[src/rtl/ram_rr_arbiter_if.sv]
`default_nettype none
// ============================================================================
//  Module   : ram_rr_arbiter_if
//  Brief    : Requester and RAM-side signal bundle for the two-port RR arbiter
//  Revision : 1.0  initial release
// ============================================================================
interface ram_rr_arbiter_if #(
    parameter int DATA_WIDTH = 8,
    parameter int ADDR_WIDTH = 3
);
    logic                  m0_valid;
    logic                  m0_we;
    logic [ADDR_WIDTH-1:0] m0_addr;
    logic [DATA_WIDTH-1:0] m0_wdata;
    logic                  m0_ready;
    logic                  m0_rsp_valid;
    logic [DATA_WIDTH-1:0] m0_rsp_data;

    logic                  m1_valid;
    logic                  m1_we;
    logic [ADDR_WIDTH-1:0] m1_addr;
    logic [DATA_WIDTH-1:0] m1_wdata;
    logic                  m1_ready;
    logic                  m1_rsp_valid;
    logic [DATA_WIDTH-1:0] m1_rsp_data;

    logic                  ram_en;
    logic                  ram_we;
    logic [ADDR_WIDTH-1:0] ram_addr;
    logic [DATA_WIDTH-1:0] ram_din;
    logic [DATA_WIDTH-1:0] ram_dout;

    modport slave (
        input  m0_valid, m0_we, m0_addr, m0_wdata,
        input  m1_valid, m1_we, m1_addr, m1_wdata,
        input  ram_dout,
        output m0_ready, m0_rsp_valid, m0_rsp_data,
        output m1_ready, m1_rsp_valid, m1_rsp_data,
        output ram_en, ram_we, ram_addr, ram_din
    );

    modport master (
        output m0_valid, m0_we, m0_addr, m0_wdata,
        output m1_valid, m1_we, m1_addr, m1_wdata,
        output ram_dout,
        input  m0_ready, m0_rsp_valid, m0_rsp_data,
        input  m1_ready, m1_rsp_valid, m1_rsp_data,
        input  ram_en, ram_we, ram_addr, ram_din
    );
endinterface
`default_nettype wire

[src/rtl/ram_rr_arbiter.sv]
`default_nettype none
// ============================================================================
//  Module   : ram_rr_arbiter
//  Brief    : Two-requester round-robin arbiter driving a single-port sync RAM
//  Revision : 1.0  initial release
// ============================================================================
module ram_rr_arbiter #(
    parameter int DATA_WIDTH = 8,
    parameter int ADDR_WIDTH = 3
) (
    input  logic                 clk,
    input  logic                 rst,
    ram_rr_arbiter_if.slave      bus
);
    typedef enum logic [0:0] {
        PRI_M0 = 1'b0,
        PRI_M1 = 1'b1
    } pri_t;

    pri_t                  r_pri;
    pri_t                  w_pri_next;
    logic                  w_gnt0;
    logic                  w_gnt1;
    logic                  w_sel_we;
    logic [ADDR_WIDTH-1:0] w_sel_addr;
    logic [DATA_WIDTH-1:0] w_sel_wdata;

    logic                  r_en;
    logic                  r_we;
    logic [ADDR_WIDTH-1:0] r_addr;
    logic [DATA_WIDTH-1:0] r_din;
    logic                  r_rd_iss;
    logic                  r_rd_tag;
    logic                  r_rsp_v;
    logic                  r_rsp_tag;

    always_ff @(posedge clk) begin
        if (rst) begin
            r_pri <= PRI_M0;
        end else begin
            r_pri <= w_pri_next;
        end
    end

    // Priority pointer names the port that wins the next tie; it moves only on a grant.
    always_comb begin
        w_gnt0     = 1'b0;
        w_gnt1     = 1'b0;
        w_pri_next = r_pri;
        if (!rst) begin
            if (bus.m0_valid && (!bus.m1_valid || r_pri == PRI_M0)) begin
                w_gnt0 = 1'b1;
            end else if (bus.m1_valid) begin
                w_gnt1 = 1'b1;
            end
        end
        if (w_gnt0) begin
            w_pri_next = PRI_M1;
        end else if (w_gnt1) begin
            w_pri_next = PRI_M0;
        end
    end

    always_comb begin
        w_sel_we    = bus.m0_we;
        w_sel_addr  = bus.m0_addr;
        w_sel_wdata = bus.m0_wdata;
        if (w_gnt1) begin
            w_sel_we    = bus.m1_we;
            w_sel_addr  = bus.m1_addr;
            w_sel_wdata = bus.m1_wdata;
        end
    end

    always_ff @(posedge clk) begin
        if (rst) begin
            r_en      <= 1'b0;
            r_we      <= 1'b0;
            r_addr    <= '0;
            r_din     <= '0;
            r_rd_iss  <= 1'b0;
            r_rd_tag  <= 1'b0;
            r_rsp_v   <= 1'b0;
            r_rsp_tag <= 1'b0;
        end else begin
            r_en      <= w_gnt0 | w_gnt1;
            r_rd_iss  <= (w_gnt0 | w_gnt1) & ~w_sel_we;
            r_rd_tag  <= w_gnt1;
            r_rsp_v   <= r_rd_iss;
            r_rsp_tag <= r_rd_tag;
            if (w_gnt0 | w_gnt1) begin
                r_we   <= w_sel_we;
                r_addr <= w_sel_addr;
                r_din  <= w_sel_we ? w_sel_wdata : '0;
            end else begin
                r_we   <= 1'b0;
            end
        end
    end

    assign bus.m0_ready     = w_gnt0;
    assign bus.m1_ready     = w_gnt1;
    assign bus.ram_en       = r_en;
    assign bus.ram_we       = r_we;
    assign bus.ram_addr     = r_addr;
    assign bus.ram_din      = r_din;
    assign bus.m0_rsp_valid = r_rsp_v & ~r_rsp_tag;
    assign bus.m1_rsp_valid = r_rsp_v & r_rsp_tag;
    assign bus.m0_rsp_data  = bus.ram_dout;
    assign bus.m1_rsp_data  = bus.ram_dout;
endmodule
`default_nettype wire

[src/flat_wrapper.sv]
// flat-port wrapper written by rule: the top's interface ports become plain ports
module ram_rr_arbiter_flat 
#(
    parameter int DATA_WIDTH = 8,
    parameter int ADDR_WIDTH = 3
)
  (clk, rst, bus_m0_valid, bus_m0_we, bus_m0_addr, bus_m0_wdata, bus_m1_valid, bus_m1_we, bus_m1_addr, bus_m1_wdata, bus_ram_dout, bus_m0_ready, bus_m0_rsp_valid, bus_m0_rsp_data, bus_m1_ready, bus_m1_rsp_valid, bus_m1_rsp_data, bus_ram_en, bus_ram_we, bus_ram_addr, bus_ram_din);
  ram_rr_arbiter_if #(.DATA_WIDTH(DATA_WIDTH), .ADDR_WIDTH(ADDR_WIDTH)) bus_i ();
  input  logic clk;
  input  logic rst;
  input wire logic [$bits(bus_i.m0_valid)-1:0] bus_m0_valid;
  input wire logic [$bits(bus_i.m0_we)-1:0] bus_m0_we;
  input wire logic [$bits(bus_i.m0_addr)-1:0] bus_m0_addr;
  input wire logic [$bits(bus_i.m0_wdata)-1:0] bus_m0_wdata;
  input wire logic [$bits(bus_i.m1_valid)-1:0] bus_m1_valid;
  input wire logic [$bits(bus_i.m1_we)-1:0] bus_m1_we;
  input wire logic [$bits(bus_i.m1_addr)-1:0] bus_m1_addr;
  input wire logic [$bits(bus_i.m1_wdata)-1:0] bus_m1_wdata;
  input wire logic [$bits(bus_i.ram_dout)-1:0] bus_ram_dout;
  output wire logic [$bits(bus_i.m0_ready)-1:0] bus_m0_ready;
  output wire logic [$bits(bus_i.m0_rsp_valid)-1:0] bus_m0_rsp_valid;
  output wire logic [$bits(bus_i.m0_rsp_data)-1:0] bus_m0_rsp_data;
  output wire logic [$bits(bus_i.m1_ready)-1:0] bus_m1_ready;
  output wire logic [$bits(bus_i.m1_rsp_valid)-1:0] bus_m1_rsp_valid;
  output wire logic [$bits(bus_i.m1_rsp_data)-1:0] bus_m1_rsp_data;
  output wire logic [$bits(bus_i.ram_en)-1:0] bus_ram_en;
  output wire logic [$bits(bus_i.ram_we)-1:0] bus_ram_we;
  output wire logic [$bits(bus_i.ram_addr)-1:0] bus_ram_addr;
  output wire logic [$bits(bus_i.ram_din)-1:0] bus_ram_din;
  assign bus_i.m0_valid = bus_m0_valid;
  assign bus_i.m0_we = bus_m0_we;
  assign bus_i.m0_addr = bus_m0_addr;
  assign bus_i.m0_wdata = bus_m0_wdata;
  assign bus_i.m1_valid = bus_m1_valid;
  assign bus_i.m1_we = bus_m1_we;
  assign bus_i.m1_addr = bus_m1_addr;
  assign bus_i.m1_wdata = bus_m1_wdata;
  assign bus_i.ram_dout = bus_ram_dout;
  assign bus_m0_ready = bus_i.m0_ready;
  assign bus_m0_rsp_valid = bus_i.m0_rsp_valid;
  assign bus_m0_rsp_data = bus_i.m0_rsp_data;
  assign bus_m1_ready = bus_i.m1_ready;
  assign bus_m1_rsp_valid = bus_i.m1_rsp_valid;
  assign bus_m1_rsp_data = bus_i.m1_rsp_data;
  assign bus_ram_en = bus_i.ram_en;
  assign bus_ram_we = bus_i.ram_we;
  assign bus_ram_addr = bus_i.ram_addr;
  assign bus_ram_din = bus_i.ram_din;
  ram_rr_arbiter #(.DATA_WIDTH(DATA_WIDTH), .ADDR_WIDTH(ADDR_WIDTH)) u_core (.clk(clk), .rst(rst), .bus(bus_i));
endmodule
[config.mk]
export PLATFORM = sky130hd
export DESIGN_NAME = ram_rr_arbiter_flat
export DESIGN_NICKNAME = d
export VERILOG_FILES = /design/src/rtl/ram_rr_arbiter_if.sv /design/src/rtl/ram_rr_arbiter.sv /design/src/flat_wrapper.sv
export SDC_FILE = /design/constraint.sdc
export NUM_CORES = 1
export LEC_CHECK = 0
export ABC_AREA = 1
export CAP_MARGIN = 20
export CORE_MARGIN = 4
export CORE_UTILIZATION = 25
export DETAILED_ROUTE_END_ITERATION = 6
export PLACE_DENSITY = 0.61
export SETUP_SLACK_MARGIN = 0.4
export SYNTH_ARGS = -nofsm -noshare
export SYNTH_HDL_FRONTEND = slang
export SYNTH_SLANG_ARGS = --single-unit
[constraint.sdc]
create_clock -name clk -period 1.76 [get_ports clk]
set_input_delay 0.352 -clock clk [delete_from_list [all_inputs] [get_ports clk]]
set_output_delay 0.352 -clock clk [all_outputs]
set_load 0.01 [all_outputs]
==> impl_metrics.csv <==
group,metric,value,unit
sta,fin_tns_setup,0,ps
grt,grt_max_degree,16,
sta,skew,2.34,ps
critical_path,cp.arrival,970,ps
critical_path,timing.rr.start,"u_core.r_pri$_SDFFE_PP0P_",
sta,fin_crit_sh,0.749,
logic_synthesis,synth.net_count,166,
die,coreArea,0.00366,sq mm
clock_tree,cts_root_buffer,"clkbuf_8",
clock_tree,htreeDepth,1,
die,die_area,0.00481,sq mm
pwr,comb_power_share,0.235,
routing,route.detailed.drc,0,
pwr,power_switching,0.256,mW
routing,wl_per_cell,11.0,um
critical_path,worstPathRequired,1410,ps
clock_tree,hold_buffers,0,
critical_path,crit_path_max_fanout,2,
logic_synthesis,yosysMostFrequentCell,"nand2_1",
grt,antenna_found_initial,0,
clock_tree,clk_latency,250,ps
cells_and_area,stdcell_count,219,
clock_tree,cts_inserted_buffers,3,
routing,avgViaCountPerCell,4.11,
die,ios,69,
grt,grt_pass1_vias,896,
pwr,vdd_ir_drop_max,268,uV
sta,fmax,0.759,GHz
logic_synthesis,ys_seq_elements,18,
run,cap_violations,0,
die,initial_utilization,0.257,
critical_path,rr_worst_depth,8,
run_status,status,"completed",
logic_synthesis,synth_edf_count,0,
clock_tree,cts_tree,"built",
cells_and_area,final_layout_size_suffix_gt1_frac,0.193,
clock_tree,post_cts_buffers,0,
sta,worstMarginPinSlew,147,ps
hold_path,hold_path.class,"register to register",
clock_tree,clock_path_buffers,2,
clock_tree,cts.sink_count,18,
critical_path,crit_slowest_cell,"clkdlybuf4s15_1",
routing,drt_iter0_drc,44,
logic_synthesis,synthDominantCellAreaShare,0.383,
pwr,p_per_area,702,mW/mm^2
place,gp_congestion,0.685,
logic_synthesis,synth_warnings,0,
sta,final_hold_viol_count,0,
cells_and_area,syn_to_final_growth,54.1,%
pwr,clkPwrFrac,0.329,
cells_and_area,fin_area,0.00145,sq mm
logic_synthesis,synthTopCellsByCount,"nand2_1 (30), nand3_1 (20), dfxtp_1 (18)",
grt,grt-ovfl-total,0,
logic_synthesis,synth-async-reset-ratio,0,
critical_path,cp_num_buf_inv,4,
logic_synthesis,syn_avg_cell_area,7.24,sq um
die,fp.dieH,69.4,um
cells_and_area,diodes,0,
sta,period_minus_slack,1320,ps
logic_synthesis,synth_cell_types,16,
pwr,p_int,0.761,mW
cells_and_area,multi_input_area,389,sq um
die,placementRows,22,
routing,drt_wl_total,2400,um
critical_path,reg2reg_slack,500,ps
cells_and_area,finalNetCount,208,
critical_path,cpPeakStageDelay,210,ps
sta,setup_viol,0,
critical_path,crit_cells,6,
place,dp_hpwl,1890,um
logic_synthesis,netlist_instances,130,
pwr,pwr-share-seq,0.436,
logic_synthesis,synth_ff_type,"dfxtp_1",
die,die_w,69.4,um
sta,max_slew_margin,0.901,
cells_and_area,seq_area,362,sq um
critical_path,crit_family,"buffers and inverters",
sta,rsz0062_at_grt,"false",
pwr,leakagePower,0.703,nW
grt,grt_usage,0.102,
place,io_buffers,44,
logic_synthesis,syn_area,941,sq um
critical_path,start_kind,"primary input",
critical_path,crit_chain,"clkdlybuf4s15_1, inv_2, nor2_4, nand2_4, inv_4, buf_6",
clock_tree,path_clk_slew,70,ps
pwr,swShare,0.252,
routing,detail-route-antenna-nets,0,
place,dpl-instance-area,0.00140,sq mm
logic_synthesis,ys_top_cells_by_area,"dfxtp_1 (38%), buf_4 (14%), nand2_1 (12%)",
routing,firstDrtPassIters,4,
logic_synthesis,synth-seq-area-share,0.383,
grt,grt_pass1_wl,4010,um
sta,drv_slew,0,
critical_path,crit_start,"bus_m1_valid",
critical_path,rr_endpoint,"u_core.bus.ram_din[4]$_SDFFE_PP0P_",
place,dp_slack,-303,ps
routing,num_vias,900,
critical_path,cp-end-kind,"output port",
critical_path,critPathKind,"primary input to output port",
sta,setup_slack,442,ps
critical_path,cp-endpoint,"bus_m1_ready",
cells_and_area,fillers,387,
place,place_inst,215,
logic_synthesis,yosysTopAreaCell,"dfxtp_1",
==> final cells by class <==
type                            count  share of cell area
Clock buffer                        4              0.0380
Inverter                           13              0.0388
Multi-Input combinational cell     79               0.268
Sequential cell                    18               0.249
Tap cell                           48              0.0414
Timing Repair Buffer               57               0.364
==> routing by layer <==
metal	up-vias	wire (um)	global-route usage
met4	0	12	0.0282
met5	-	0	0
li1	474	-	-
met3	2	132	0.0319
met1	403	1080	0.116
met2	21	1180	0.181
==> how the worst min path moves through the flow <==
| stage | startpoint | endpoint | depth (start not counted) | slack, ps |
|---|---|---|---|---|
| finish | u_core.r_rd_tag$_SDFF_PP0_ | u_core.r_rsp_tag$_SDFF_PP0_ | 2 | 400 |
| global route | u_core.r_rd_iss$_SDFF_PP0_ | u_core.r_rsp_v$_SDFF_PP0_ | 2 | 420 |
| CTS | u_core.r_rd_tag$_SDFF_PP0_ | u_core.r_rsp_tag$_SDFF_PP0_ | 2 | 400 |
| detailed placement | u_core.r_rd_tag$_SDFF_PP0_ | u_core.r_rsp_tag$_SDFF_PP0_ | 2 | 390 |
| global placement | u_core.r_rd_iss$_SDFF_PP0_ | u_core.r_rsp_v$_SDFF_PP0_ | 2 | 390 |
| floorplan | u_core.r_rd_tag$_SDFF_PP0_ | u_core.r_rsp_tag$_SDFF_PP0_ | 2 | 390 |
==> worst min-delay path, cell delays in order, from the launching register on <==
cell and delay, ps:
dfxtp_1 300, inv_1 40, nor2_1 30
==> flip-flops by register name (all words and copies together) (netlist names) <==
register and count:
u_core.r_rsp_tag 1, u_core.bus.ram_en 1, u_core.bus.ram_we 1, u_core.bus.ram_addr 3, u_core.r_rd_iss 1, u_core.bus.ram_din 8
u_core.r_rsp_v 1, u_core.r_rd_tag 1, u_core.r_pri 1
==> repair_timing <==
item / 4_1_cts / 5_1_grt
pin swaps: 1 / 0
resized for setup: 30 / 11
setup endpoints to repair: 32 / 14
==> power groups by stage <==
stage	registers (mW)	logic [mW]	clock network, mW
2_1_floorplan	0.461	0.132	0
6_report	0.444	0.239	0.335
5_1_grt	0.446	0.262	0.359
4_1_cts	0.444	0.237	0.346
3_3_place_gp	0.454	0.250	0
3_5_place_dp	0.454	0.252	0
==> layout by cell type (no fill, tap or decap), drive strengths merged <==
cell type	Yosys	final
clkdlybuf4s50	0	24
buf	19	15
inv	13	13
nor2	7	7
o21ai	4	4
nand3	20	20
clkbuf	1	5
dlygate4sd2	0	14
or2	2	2
clkdlybuf4s15	0	3
a21oi	11	11
nand2	35	35
dfxtp	18	18
==> metrics by stage <==
| step | total power, mW | hold slack [ps] | util |
|---|---|---|---|
| 3_5_place_dp | 0.706 | 393 | 0.382 |
| 5_1_grt | 1.07 | 423 | 0.396 |
| 2_1_floorplan | 0.593 | 388 | - |
| 3_3_place_gp | 0.704 | 390 | 0.382 |
| 4_1_cts | 1.03 | 403 | 0.391 |
| 6_report | 1.02 | 403 | 0.396 |
==> cell families after synthesis <==
logic type / count (synthesis) / synth area share
buf+inv: 33 / 0.218
flops: 18 / 0.383
simple gates: 64 / 0.319
compound gates: 15 / 0.0798
(Power assumes the default switching activity.)
